===== src/rtl/cnt_arb_pkg.sv =====
// Shared types and defaults for the arbitrated shared counter (cnt_share_arb).
package cnt_arb_pkg;

  localparam int DEF_NREQ     = 4;
  localparam int DEF_WIDTH    = 8;
  localparam int DEF_MAX_HOLD = 16;

  typedef enum logic [1:0] {
    ST_IDLE    = 2'd0,
    ST_GRANT   = 2'd1,
    ST_RELEASE = 2'd2
  } arb_state_e;

  // Round-robin successor of a granted index.
  function automatic int rr_next(input int idx, input int n);
    return (idx + 1 >= n) ? 0 : idx + 1;
  endfunction

endpackage


===== src/rtl/rr_arb_pick.sv =====
// Combinational round-robin pick: first requester at or after ptr, wrapping.
module rr_arb_pick
  import cnt_arb_pkg::*;
#(
  parameter int NREQ = DEF_NREQ,
  parameter int PW   = $clog2(DEF_NREQ)
) (
  input  logic [NREQ-1:0] req,
  input  logic [PW-1:0]   ptr,
  output logic [NREQ-1:0] win,
  output logic [PW-1:0]   win_idx,
  output logic            valid
);

  // Scan NREQ positions starting at ptr; only the first hit is taken.
  always_comb begin
    win     = '0;
    win_idx = '0;
    valid   = 1'b0;
    for (int k = 0; k < NREQ; k++) begin
      int  idx;
      logic hit;
      idx = int'(ptr) + k;
      idx = (idx >= NREQ) ? idx - NREQ : idx;
      hit = req[idx] & ~valid;
      win[idx] = win[idx] | hit;
      win_idx  = hit ? PW'(idx) : win_idx;
      valid    = valid | hit;
    end
  end

endmodule


===== src/rtl/cnt_share_arb.sv =====
// Round-robin arbitrated shared counter. Optional tenure limit enabled by
// defining CNT_SHARE_ARB_TIMEOUT_EN (MAX_HOLD cycles per grant).
module cnt_share_arb
  import cnt_arb_pkg::*;
#(
  parameter int NREQ     = DEF_NREQ,
  parameter int WIDTH    = DEF_WIDTH,
  parameter int MAX_HOLD = DEF_MAX_HOLD
) (
  input  logic             clk,
  input  logic             rstn,
  input  logic [NREQ-1:0]  req,
  input  logic [NREQ-1:0]  inc,
  input  logic [NREQ-1:0]  clr,
  output logic [NREQ-1:0]  gnt,
  output logic [WIDTH-1:0] cnt,
  output logic             wrap,
  output logic             busy
);

  localparam int PW = $clog2(NREQ);

  arb_state_e      state, state_nxt;
  logic [PW-1:0]   ptr, ptr_nxt;
  logic [PW-1:0]   owner, owner_nxt;
  logic [NREQ-1:0] gnt_nxt;
  logic [WIDTH-1:0] cnt_nxt;
  logic            wrap_nxt;
  logic            busy_nxt;

  logic [NREQ-1:0] pick_win;
  logic [PW-1:0]   pick_idx;
  logic            pick_valid;

`ifdef CNT_SHARE_ARB_TIMEOUT_EN
  localparam int TW = $clog2(MAX_HOLD + 1);
  logic [TW-1:0] tenure, tenure_nxt;
`endif

  rr_arb_pick #(
    .NREQ (NREQ),
    .PW   (PW)
  ) u_pick (
    .req     (req),
    .ptr     (ptr),
    .win     (pick_win),
    .win_idx (pick_idx),
    .valid   (pick_valid)
  );

  // Next-state: arbitration, owner commands and tenure limit.
  always_comb begin
    state_nxt = state;
    ptr_nxt   = ptr;
    owner_nxt = owner;
    gnt_nxt   = gnt;
    cnt_nxt   = cnt;
    wrap_nxt  = 1'b0;
`ifdef CNT_SHARE_ARB_TIMEOUT_EN
    tenure_nxt = '0;
`endif
    case (state)
      ST_IDLE, ST_RELEASE: begin
        if (pick_valid) begin
          state_nxt = ST_GRANT;
          gnt_nxt   = pick_win;
          owner_nxt = pick_idx;
          ptr_nxt   = PW'(rr_next(int'(pick_idx), NREQ));
`ifdef CNT_SHARE_ARB_TIMEOUT_EN
          tenure_nxt = TW'(1'b1);
`endif
        end else begin
          state_nxt = ST_IDLE;
          gnt_nxt   = '0;
        end
      end
      ST_GRANT: begin
        // A dropping request ends tenure and any command with it is ignored.
        if (!req[owner]) begin
          state_nxt = ST_RELEASE;
          gnt_nxt   = '0;
        end else begin
          if (clr[owner]) begin
            cnt_nxt = '0;
          end else if (inc[owner]) begin
            cnt_nxt  = cnt + WIDTH'(1'b1);
            wrap_nxt = &cnt;
          end else begin
            cnt_nxt = cnt;
          end
`ifdef CNT_SHARE_ARB_TIMEOUT_EN
          if (tenure >= TW'(MAX_HOLD)) begin
            state_nxt  = ST_RELEASE;
            gnt_nxt    = '0;
            tenure_nxt = '0;
          end else begin
            tenure_nxt = tenure + TW'(1'b1);
          end
`else
          // Unlimited tenure: only a dropped request ends ownership.
`endif
        end
      end
      default: begin
        state_nxt = ST_IDLE;
        gnt_nxt   = '0;
      end
    endcase
    busy_nxt = |gnt_nxt;
  end

  // State and output registers.
  always_ff @(posedge clk or negedge rstn) begin
    if (!rstn) begin
      state <= ST_IDLE;
      ptr   <= '0;
      owner <= '0;
      gnt   <= '0;
      cnt   <= '0;
      wrap  <= 1'b0;
      busy  <= 1'b0;
    end else begin
      state <= state_nxt;
      ptr   <= ptr_nxt;
      owner <= owner_nxt;
      gnt   <= gnt_nxt;
      cnt   <= cnt_nxt;
      wrap  <= wrap_nxt;
      busy  <= busy_nxt;
    end
  end

`ifdef CNT_SHARE_ARB_TIMEOUT_EN
  // Grant tenure counter.
  always_ff @(posedge clk or negedge rstn) begin
    if (!rstn) begin
      tenure <= '0;
    end else begin
      tenure <= tenure_nxt;
    end
  end
`endif

endmodule


===== config.mk =====
export PLATFORM = sky130hd
export DESIGN_NAME = cnt_share_arb
export DESIGN_NICKNAME = d
export VERILOG_FILES = /design/src/rtl/cnt_arb_pkg.sv /design/src/rtl/rr_arb_pick.sv /design/src/rtl/cnt_share_arb.sv
export SDC_FILE = /design/constraint.sdc
export NUM_CORES = 1
export LEC_CHECK = 0
export ABC_AREA = 0
export CAP_MARGIN = 20
export CORE_ASPECT_RATIO = 2
export CORE_UTILIZATION = 40
export DETAILED_ROUTE_END_ITERATION = 8
export DONT_BUFFER_PORTS = 1
export PLACE_DENSITY = 0.56
export SETUP_SLACK_MARGIN = 0.05
export SLEW_MARGIN = 20
export SYNTH_ARGS = -nofsm -noshare
export SYNTH_HDL_FRONTEND = slang
export SYNTH_SLANG_ARGS = --single-unit

===== constraint.sdc =====
create_clock -name clk -period 4.75 [get_ports clk]
set_clock_uncertainty 0.15 [all_clocks]
set_input_delay 0.7125 -clock clk [delete_from_list [all_inputs] [get_ports clk]]
set_output_delay 0.7125 -clock clk [all_outputs]
set_load 0.05 [all_outputs]

# After elaboration in Yosys (flattened, before gate mapping)
# Index checks and enable logic that the tools add are counted.
op_classes:
  n_addsub: 9
  n_lt_le_gt_ge: 14
  n_eq_ne: 3
  n_mux: 62
  bitwise: 14
  n_reduce_logical: 11
op_table:
  columns: ["cell", "n"]
  rows:
  - ["greater-or-equal comparator 32 x 1 -> 1 bit (second input constant)", 4]
  - ["less-than comparator 32 x 4 -> 1 bit (second input constant)", 4]
  - ["2-to-1 mux 32 bit", 4]
  - ["greater-or-equal comparator 32 x 4 -> 1 bit (second input constant)", 3]
  - ["subtractor 32 x 4 -> 32 bit (second input constant)", 3]
  - ["2-to-1 mux 1 bit", 28]
  - ["binary-select mux 1 bit (select 2 bit)", 11]
  - ["2-to-1 mux 8 bit", 2]
  - ["bitwise mux 4 bit", 3]
  - ["2-to-1 mux 2 bit", 6]
  - ["adder 8 x 1 -> 8 bit (second input constant)", 1]
  - ["demux 1 bit (select 2 bit)", 4]
  - ["2-to-1 mux 4 bit", 2]
  - ["case mux 4 bit (2 select lines)", 1]
  - ["AND reduction 8 bit", 1]
  - ["bitwise OR 1 bit", 7]
  - ["adder 2 x 1 -> 3 bit (second input constant)", 2]
  - ["adder 2 x 2 -> 3 bit (second input constant)", 2]
  - ["AND 4 bit", 1]
  - ["logical AND 1 bit", 4]
  - ["case mux 2 bit (2 select lines)", 1]
  - ["OR reduction 4 bit", 1]
  - ["subtractor 2 x 3 -> 4 bit (second input constant)", 1]
  - ["AND 1 bit", 3]
  - ["other kinds (12)", 14]
word_totals:
  reg_bits: 20
  in_bits: 14
  output_inout_bits: 14
  elab_cells: 120

# Logic depth before layout (Yosys ltp)
# Gate-level depths: netlist (run 1).
logic_depth:
  word_depth: 25
  ltp_mapped: 12
  ltp_nobuf: 10

# Cells and area by module
# A second synthesis (run 1) with hierarchy kept.
unflattened:
  hier_cells: 194
  hier_area_um2: 1815.5
by_module_without_submodules:
  columns: ["module", "instances", "cells_each", "area_each_um2", "seq_area_each_um2"]
  rows:
  - ["cnt_share_arb", 1, 97, 1066.0, 500.5]
  - ["rr_arb_pick", 1, 97, 749.5, 0.0]

# Worst setup path after synthesis (run 1)
# No wires, ideal clock.
synth_timing:
  path_type: "reg2reg"
  startpoint: "register ptr[0]"
  endpoint: "register busy"
  setup_time_ns: 0.139
  arrival_time_ns: 3.275
  required_ns: 4.461
  slack_ns: 1.186
  path_stages_with_launch: 12
  path_buffers: 1
  period_less_slack_ns: 3.564
  cell_sequence: "dfrtp_1 > buf_4 > inv_1 > ha_1 > mux4_2 > mux2i_4 > nor2_1 > o22ai_4 > a2111oi_1 > nor4_2 > a21oi_1 > or4_1"
synth_between:
  elab_chain_len: 25
  word_cells_on_any_way: 79
  cone_classes: "add/sub: 7; order compare: 12; mux: 41; bitwise: 14; reduce/logical: 5"
synth_rtl:
  columns: ["item", "line_no", "rtl"]
  rows:
  - ["from (decl)", "cnt_share_arb.sv:24", "logic [PW-1:0] ptr, ptr_nxt;"]
  - ["from (signal assigned)", "cnt_share_arb.sv:124", "ptr <= ptr_nxt;"]
  - ["parallel branches: the longest is 22 deep, another holds subtractor 32 x 4 -> 32 bit", null, null]
  - ["2-to-1 mux 4 bit *", "cnt_share_arb.sv:64", "if (pick_valid) begin"]
  - ["case mux 4 bit (2 select lines) *", "cnt_share_arb.sv:62", "case (state)"]
  - ["net gnt_nxt[3]", "cnt_share_arb.sv:26", "logic [NREQ-1:0] gnt_nxt;"]
  - ["OR reduction 4 bit *", "cnt_share_arb.sv:109", "busy_nxt = |gnt_nxt;"]
  - ["net busy_nxt", "cnt_share_arb.sv:29", "logic busy_nxt;"]
  - ["to (signal assigned)", "cnt_share_arb.sv:129", "busy <= busy_nxt;"]
  - ["to (decl)", "cnt_share_arb.sv:18", "output logic busy"]
# Mark *: on every way through the listed nets, which the timed path passes. The select of a mux whose other input is x is not followed.
# A chain may end at the register's enable or synchronous reset.

# Final worst setup path (run 1)
# Ends and elaborated chain as after synthesis.

==> results of run 1 <==
## registers in the layout, indices dropped and copies added (netlist names)
name / cells
busy: 1
cnt: 8
gnt: 4
owner: 2
ptr: 2
state: 2
wrap: 1
## area by class of cell
class                   instances  area share (%)
clock inverters                 1            1.78
clock buffers                   3            2.45
multi-input cells             129            58.8
well taps                      49            3.63
flip-flops and latches         20            29.7
repair buffers                  3            1.48
inverters                      10            2.22
## layer usage
layer	vias to the layer above	share of wire (%)	wire length, microns
met5	-	0	0
met4	0	2.7	96
met3	7	3.1	114
met2	40	59	2140
met1	634	35	1280
li1	614	-	-
## power groups by stage
stage	sequential, mW	clock, mW	combinational (mW)
after floorplan	0.349	0	0.681
after global placement	0.376	0	0.814
after detailed placement	0.380	0	0.816
after CTS	0.377	0.174	0.821
after global routing	0.385	0.184	0.915
final	0.374	0.169	0.828
## worst min-delay path by stage
| stage | to | cells after the start | slack (ns) |
|---|---|---|---|
| global placement | cnt[0]$_DFFE_PN0P_ | 0 | 0.27 |
| CTS | state[1]$_DFFE_PN0P_ | 1 | 0.30 |
| floorplan | state[1]$_DFFE_PN0P_ | 1 | 0.26 |
| global route | state[1]$_DFFE_PN0P_ | 1 | 0.33 |
| detailed placement | cnt[1]$_DFFE_PN0P_ | 0 | 0.27 |
| finish | state[1]$_DFFE_PN0P_ | 1 | 0.30 |
## per-stage QoR
step,worst slack (ns),std cells,cell area (sq um),util (%),power (mW)
4_1_cts,0.733,215,1690,45.8,1.37
3_5_place_dp,0.787,210,1610,43.6,1.20
3_3_place_gp,0.829,210,1610,43.6,1.19
6_report,0.688,215,1690,45.8,1.37
2_1_floorplan,1.19,165,1560,-,1.03
5_1_grt,0.384,215,1690,45.8,1.48
## what timing repair did
| item | 4_1_cts | 5_1_grt |
|---|---|---|
| hold buffers | 1 | 0 |
| gates resized for setup | 0 | 0 |
| endpoints found under the setup margin | 0 | 0 |
| endpoints found under the hold margin | 20 | 0 |
## cell families (layout without fill, tap and decap cells)
| family | after synthesis | count (layout) | share of synthesized area (%) |
|---|---|---|---|
| compound gates | 45 | 45 | 19.3 |
| flops | 20 | 20 | 32.1 |
| xor+xnor | 3 | 3 | 1.69 |
| fa+ha+maj | 6 | 6 | 4.82 |
| buf+inv | 16 | 17 | 4.25 |
| simple gates | 60 | 60 | 19.9 |
| mux | 15 | 15 | 17.9 |
## synth_stat cells (2+ instances only)
cell / count / area, sq um
mux4_1: 3 / 78.8
a211oi_1: 3 / 22.5
a2111oi_1: 2 / 20.0
mux2i_1: 2 / 20.0
o21ai_0: 12 / 60.1
nand2_1: 18 / 67.6
a311oi_1: 3 / 26.3
nor3_1: 2 / 10.0
nor2b_1: 6 / 37.5
or3_1: 2 / 12.5
a21oi_1: 13 / 65.1
inv_1: 10 / 37.5
nand3_1: 3 / 15.0
mux2_2: 4 / 45.0
nor2_1: 12 / 45.0
o21ai_1: 2 / 10.0
and3_1: 5 / 31.3
nand2b_1: 3 / 18.8
nand4_1: 2 / 12.5
dfrtp_1: 20 / 500
o221ai_1: 2 / 17.5
xnor2_1: 3 / 26.3
ha_1: 6 / 75.1
mux4_2: 5 / 113
clkbuf_1: 3 / 11.3
o31ai_1: 2 / 15.0
## layout by cell type (no fill, tap or decap), drive strengths merged, types with 4 or more instances in the layout
cell type / n
mux2: 4
dfrtp: 20
inv: 10
nand2: 18
nor2b: 6
ha: 6
mux4: 8
and3: 5
o21ai: 14
a21oi: 13
nor2: 12
==> results_dict.tcl, run 1 <==
set metrics [dict create \
    max_cap_viol_count 0 \
    avgRoutedWirePerCell_microns 16.8 \
    crit_start "ptr[0]$_DFFE_PN0P_" \
    grt_pass1_vias 1314 \
    r2r_cells 10 \
    cts_sinks 20 \
    die_x_microns 46.1 \
    port_buffers 0 \
    syn2layout_area_growth_pct 8.27 \
    multi_input_area_sq_um 992 \
    htreeDepth 1 \
    use_met3_pct 2.60 \
    irDropWorstVdd_v 0.000438 \
    via_per_inst 6.02 \
    tightest_slew_ns 0.890 \
    crit_end "busy$_DFF_PN0_" \
    ant_nets 0 \
    global_route.usage.met2_pct 34.3 \
    power.switching_uw 681 \
    cp.buffers_inverters 1 \
    grt_use_met1_pct 19.4 \
    cts.path.max_buffers 2 \
    final-max-slew-violation-count 0 \
    rr_endpoint "busy$_DFF_PN0_" \
    synth_edf_count 0 \
    track_usage_pct 19.0 \
    cts_setup_buffers 0 \
    firstDrtPassIters 4 \
    drt_wl_total_mm 3.62 \
    cts_buffers 3 \
    r2r_start "ptr[0]$_DFFE_PN0P_" \
    status "finished, final reports clean" \
    design.core.area_sq_um 3680 \
    grt_antenna_before_repair 0 \
    rsz0062_at_grt "false" \
    combPwrFrac_pct 60.4 \
    top_usage_layer "met2" \
    fin_crit_ns 4.06 \
    grt-ovfl-total 0 \
    fin_nets 187 \
    synth_seq_cells 20 \
    clk_latency_ns 0.26 \
    dp_hpwl_mm 2.86 \
    powerDensity_nw_per_um2 812 \
    syn-instance-count 165 \
    critical_path_class "register to register" \
    rrSetupSlack_ns 0.69 \
    cp-start-kind "register" \
    cts_tree "built" \
    final-setup-viol-count 0 \
    crit_chain "inv_1, ha_1, mux4_2, mux2i_4, nor2_1, a311oi_1, a2111oi_0, nor4_2, a21oi_1, or4_1" \
    register_area_sq_um 500 \
    yosysSeqAreaShare_pct 32.1 \
    fmax_mhz 246 \
    arrival_ns 4.04 \
    leakagePower_nw 0.717 \
    layout-drive-gt1-share_pct 11.4 \
    tns_ns 0 \
    num_vias 1295 \
    ys_types 43 \
    syn-cell-area_sq_um 1560 \
    async_flop_share_pct 100 \
    cp-end-kind "register" \
    cpLargestDelayFamily "simple AND/OR/NAND/NOR gates" \
    grt_max_degree 21 \
    power.share.clock_pct 12.3 \
    hp-class "register to register" \
    hold_viol 0 \
    n_fill_cell 363 \
    cts_root_buf "clkbuf_8" \
    hold_ws_ns 0.302 \
    crit_cells 10 \
    io_pins 28 \
    syn_nets 185 \
    power_frac_seq_pct 27.3 \
    grt_pass1_wl_mm 5.93 \
    cpPeakStageDelay_ns 0.61 \
    p_int_uw 690 \
    cp_slowest_cell "dfrtp_1" \
    dieArea_sq_um 4170 \
    drc 0 \
    initial_core_util_pct 42.3 \
    gp_congestion 0.914 \
    yosysWarnings 0 \
    avgSynthCellArea_sq_um 9.45 \
    required_ns 4.73 \
    fin_crit_sh_pct 85.5 \
    num_rows 31 \
    die_h_microns 90.3 \
    slew_headroom_pct 40.5 \
    critPathMaxFanout 12 \
    drt-initial-drc-count 36 \
    cts.clk_slew.worst_paths_ns 0.08 \
    min_from "state[1]$_DFFE_PN0P_" \
    synth-main-ff-cell "dfrtp_1" \
    swShare_pct 49.7 \
    diodes 0 \
]
Power figures use the tool's default switching activity.
==> inputs of run 2 (changes only) <==
Settings changed: RECOVER_POWER set to 100, SLEW_MARGIN 20 to unset.
==> results_dict.tcl, run 2 (same netlist as run 1, synthesis figures left out) <==
set metrics [dict create \
    status "finished, final reports clean" \
    layout_commonest_cell "dfrtp_1" \
    register_area_sq_um 500 \
    slew_headroom_pct 40.1 \
    reg.largest.list "cnt (8), gnt (4)" \
    cts_tree "built" \
    cp-start-kind "register" \
    syn2layout_area_growth_pct 8.03 \
    rsz0062_at_grt "false" \
    arrival_ns 4.04 \
    utilization_pct 45.7 \
    dr_wl_met3_microns 112 \
    largest_reg_flops 8 \
    cp-end-kind "register" \
    routed.top_layer "met4" \
    ant_nets 0 \
    irDropWorstVdd_v 0.000438 \
    hp-class "register to register" \
    top_register "cnt" \
    dieArea_sq_um 4170 \
    met1_length_mm 1.30 \
    p_total_mw 1.36 \
    tns_ns 0 \
    drt-initial-drc-count 35 \
    cts.path.max_buffers 2 \
    clk_latency_ns 0.26 \
    cts_hold_buf 1 \
    final-max-slew-violation-count 0 \
    cts-resized-gates 0 \
    required_ns 4.73 \
    track_usage_pct 19.0 \
    io_pins 28 \
    cts_buffers 3 \
    grt_pass1_wl_mm 5.93 \
    num_vias 1309 \
    initial_core_util_pct 42.3 \
    tightest_slew_ns 0.896 \
    firstDrtPassIters 4 \
    drc 0 \
    grt_antenna_before_repair 0 \
    grt-ovfl-total 0 \
    die_x_microns 46.1 \
    avgRoutedWirePerCell_microns 16.9 \
    layout-drive-gt1-share_pct 10.2 \
    cts.clk_slew.worst_paths_ns 0.08 \
    place_area_sq_um 1610 \
    multi_input_area_sq_um 992 \
    final-setup-viol-count 0 \
    cts_root_buf "clkbuf_8" \
    n_fill_cell 363 \
    grt_pass1_vias 1314 \
    via_per_inst 6.09 \
    max_cap_viol_count 0 \
    critical_path_class "register to register" \
    hold_viol 0 \
    fmax_mhz 246 \
    postLayoutCellArea_sq_um 1680 \
    die_h_microns 90.3 \
    dp_hpwl_mm 2.86 \
    grt_max_degree 21 \
    htreeDepth 1 \
    cts_sinks 20 \
    cts_setup_buffers 0 \
    fin_crit_sh_pct 85.6 \
    fin_crit_ns 4.06 \
    num_rows 31 \
    port_buffers 0 \
    fin_nets 187 \
    powerDensity_nw_per_um2 810 \
    layout_common_cells "20 x dfrtp_1, 18 x nand2_1, 13 x o21ai_0, 13 x a21oi_1, 12 x nor2_1" \
    drt_wl_total_mm 3.63 \
    route.met2.wl_mm 2.11 \
    critPathMaxFanout 12 \
    leakagePower_nw 0.713 \
    gp_congestion 0.914 \
    design.core.area_sq_um 3680 \
    diodes 0 \
]
==> run 2: cell type report <==
class | instances | area share (%)
Tap cell | 49 | 3.64
Clock inverter | 1 | 1.78
Sequential cell | 20 | 29.7
Inverter | 10 | 2.23
Multi-Input combinational cell | 129 | 58.9
Timing Repair Buffer | 3 | 1.26
Clock buffer | 3 | 2.45
==> run 2: worst paths after layout <==
kind                                       from                    to  slack, ns  depth (start not counted)
max                          ptr[0]$_DFFE_PN0P_        busy$_DFF_PN0_       0.69                         10
min                        state[1]$_DFFE_PN0P_  state[1]$_DFFE_PN0P_       0.30                          1
max reg2reg                  ptr[0]$_DFFE_PN0P_        busy$_DFF_PN0_       0.69                         10
min reg2reg                state[1]$_DFFE_PN0P_  state[1]$_DFFE_PN0P_       0.30                          1
max in group asynchronous                  rstn      gnt[1]$_DFF_PN0_       3.03                          1
min in group asynchronous                  rstn  owner[1]$_DFFE_PN0P_       0.86                          1
==> run 2: critical path: stages (launching register included) <==
cell       delay, ns
dfrtp_1         0.61
inv_1           0.22
ha_1            0.49
mux4_2          0.56
mux2i_4         0.23
nor2_1          0.06
a311oi_1        0.42
a2111oi_0       0.18
nor4_2          0.32
a21oi_1         0.15
or4_1           0.53
==> run 2: metal layers <==
| layer | track usage (%) | vias up |
|---|---|---|
| met1 | 19.4 | 644 |
| met2 | 34.3 | 40 |
| met5 | 0 | - |
| met4 | 9.56 | 0 |
| met3 | 2.60 | 9 |
| li1 | - | 616 |
==> run 2: report_power, final <==
part / total, mW / internal [mW] / leakage (nW) / switching [mW]
Clock: 0.169 / 0.113 / 0.0357 / 0.0567
Combinational: 0.821 / 0.347 / 0.416 / 0.474
Sequential: 0.374 / 0.223 / 0.261 / 0.150
==> run 2: stage by stage <==
step           setup WS (ns)  instances  hold WS [ns]
2_1_floorplan           1.19        165         0.261
3_3_place_gp           0.829        210         0.267
5_1_grt                0.384        215         0.329
4_1_cts                0.733        215         0.303
3_5_place_dp           0.787        210         0.267
6_report               0.685        215         0.302
==> inputs of run 3 (changes only) <==
Settings changed: ABC_CLOCK_PERIOD_IN_PS set to 4750, CORE_MARGIN set to 5, PLACE_DENSITY 0.56 to unset.
==> results_dict.tcl, run 3 (same netlist as run 1, synthesis figures left out) <==
set metrics [dict create \
    status "finished, final reports clean" \
    drt_wl_total_mm 3.68 \
    cp_slowest_cell "mux4_2" \
    required_ns 4.71 \
    fmax_mhz 245 \
    power.switching_uw 654 \
    postLayoutCellArea_sq_um 1640 \
    tns_ns 0 \
    fin_nets 187 \
    irDropWorstVdd_v 0.000312 \
    arrival_ns 4.04 \
    crit_chain "inv_1, ha_1, mux4_2, mux2i_4, nor2_1, o22ai_1, a2111oi_1, nor4_2, a21oi_1, or4_1" \
    utilization_pct 43.2 \
    critPathMaxFanout 10 \
    place_area_sq_um 1610 \
    grt_max_degree 23 \
    cts_setup_buffers 0 \
    cpPeakStageDelay_ns 0.56 \
    num_vias 1311 \
    grt-ovfl-total 0 \
    max_cap_viol_count 0 \
    layout_common_cells "20 x dfrtp_1, 18 x nand2_1, 13 x o21ai_0, 13 x a21oi_1, 12 x nor2_1" \
    cp-end-kind "register" \
    leakagePower_nw 0.696 \
    cts.path.max_buffers 2 \
    design.core.area_sq_um 3800 \
    combPwrFrac_pct 63.3 \
    tightest_slew_ns 0.903 \
    drt-initial-drc-count 24 \
    n_fill_cell 376 \
    layout_commonest_cell "dfrtp_1" \
    via_per_inst 6.07 \
    cp-start-kind "register" \
    slew_headroom_pct 39.6 \
    track_usage_pct 15.4 \
    initial_core_util_pct 41.0 \
    cts_buffers 3 \
    firstDrtPassIters 4 \
    cts_root_buf "clkbuf_8" \
    grt_pass1_vias 1354 \
    cts.clk_slew.worst_paths_ns 0.07 \
    cts_tree "built" \
    hp-class "register to register" \
    num_rows 32 \
    dp_hpwl_mm 2.96 \
    powerDensity_nw_per_um2 774 \
    cts-resized-gates 0 \
    final-max-slew-violation-count 0 \
    cts_sinks 20 \
    final-setup-viol-count 0 \
    fin_crit_sh_pct 85.9 \
    ant_nets 0 \
    swShare_pct 51.4 \
    layout-drive-gt1-share_pct 9.70 \
    largest_reg_flops 8 \
    port_buffers 0 \
    hold_viol 0 \
    die_x_microns 54.1 \
    io_pins 28 \
    critical_path_class "register to register" \
    avgRoutedWirePerCell_microns 17.1 \
    p_total_mw 1.27 \
    grt_antenna_before_repair 0 \
    p_int_uw 618 \
    reg.largest.list "cnt (8), gnt (4)" \
    power.share.clock_pct 8.3 \
    drc 0 \
    fin_crit_ns 4.08 \
    grt_pass1_wl_mm 6.33 \
    htreeDepth 1 \
    die_h_microns 98.3 \
    power_frac_seq_pct 28.5 \
    dieArea_sq_um 5320 \
    gp_congestion 0.871 \
    rsz0062_at_grt "false" \
    clk_latency_ns 0.25 \
    syn2layout_area_growth_pct 5.38 \
    diodes 0 \
    cts_hold_buf 1 \
    top_register "cnt" \
]
==> run 3: changes by cell type in the layout (fill, tap and decap cells not counted) <==
cell and delta:
o22ai_4 -1, mux2_1 -1, o22ai_1 +1, bufinv_16 -1, mux2_2 +1
==> run 3: path summary, 6_finish.rpt <==
kind                                           start              endpoint  slack [ns]  cells past startpoint
worst max-delay path              ptr[1]$_DFFE_PN0P_        busy$_DFF_PN0_        0.67                     10
worst min-delay path            state[1]$_DFFE_PN0P_  state[1]$_DFFE_PN0P_        0.29                      1
worst max register to register    ptr[1]$_DFFE_PN0P_        busy$_DFF_PN0_        0.67                     10
worst min register to register  state[1]$_DFFE_PN0P_  state[1]$_DFFE_PN0P_        0.29                      1
max in group asynchronous                       rstn        busy$_DFF_PN0_        3.01                      1
min in group asynchronous                       rstn    cnt[0]$_DFFE_PN0P_        0.88                      1
==> run 3: metal layers <==
metal,vias up,wire length [microns],track usage [%]
met3,8,181,1.98
li1,615,-,-
met5,-,0,0
met2,37,2170,28.4
met4,0,68,6.33
met1,651,1270,16.3
==> run 3: area by class of cell <==
type,count,area [sq um],area share (%)
Clock buffer,3,41.3,2.51
Timing Repair Buffer,3,21.3,1.29
Sequential cell,20,500,30.5
Multi-Input combinational cell,129,978,59.6
Tap cell,51,63.8,3.88
Inverter,10,37.5,2.28
==> run 3: per-stage QoR <==
step	hold slack (ns)	worst slack [ns]	cells
floorplan	0.261	1.19	165
global placement	0.267	1.09	212
detailed placement	0.267	0.893	212
CTS	0.292	0.860	216
global route	0.299	0.353	216
finish	0.292	0.669	216
==> run 3: power groups by stage <==
stage	combinational (mW)	sequential, mW	clock (mW)
3_5_place_dp	0.831	0.367	0
2_1_floorplan	0.681	0.349	0
6_report	0.805	0.362	0.105
3_3_place_gp	0.814	0.365	0
5_1_grt	0.908	0.370	0.116
4_1_cts	0.836	0.364	0.110
==> run 3: worst max-delay path, delay by kind of cell, from the launching register on <==
kind / cells / cell delay (ns)
and+or+nand+nor: 3 / 1.08
buffers and inverters: 1 / 0.15
adders and majority gates: 1 / 0.44
DFF: 1 / 0.53
muxes: 2 / 0.79
AOI/OAI and AO/OA: 3 / 0.78
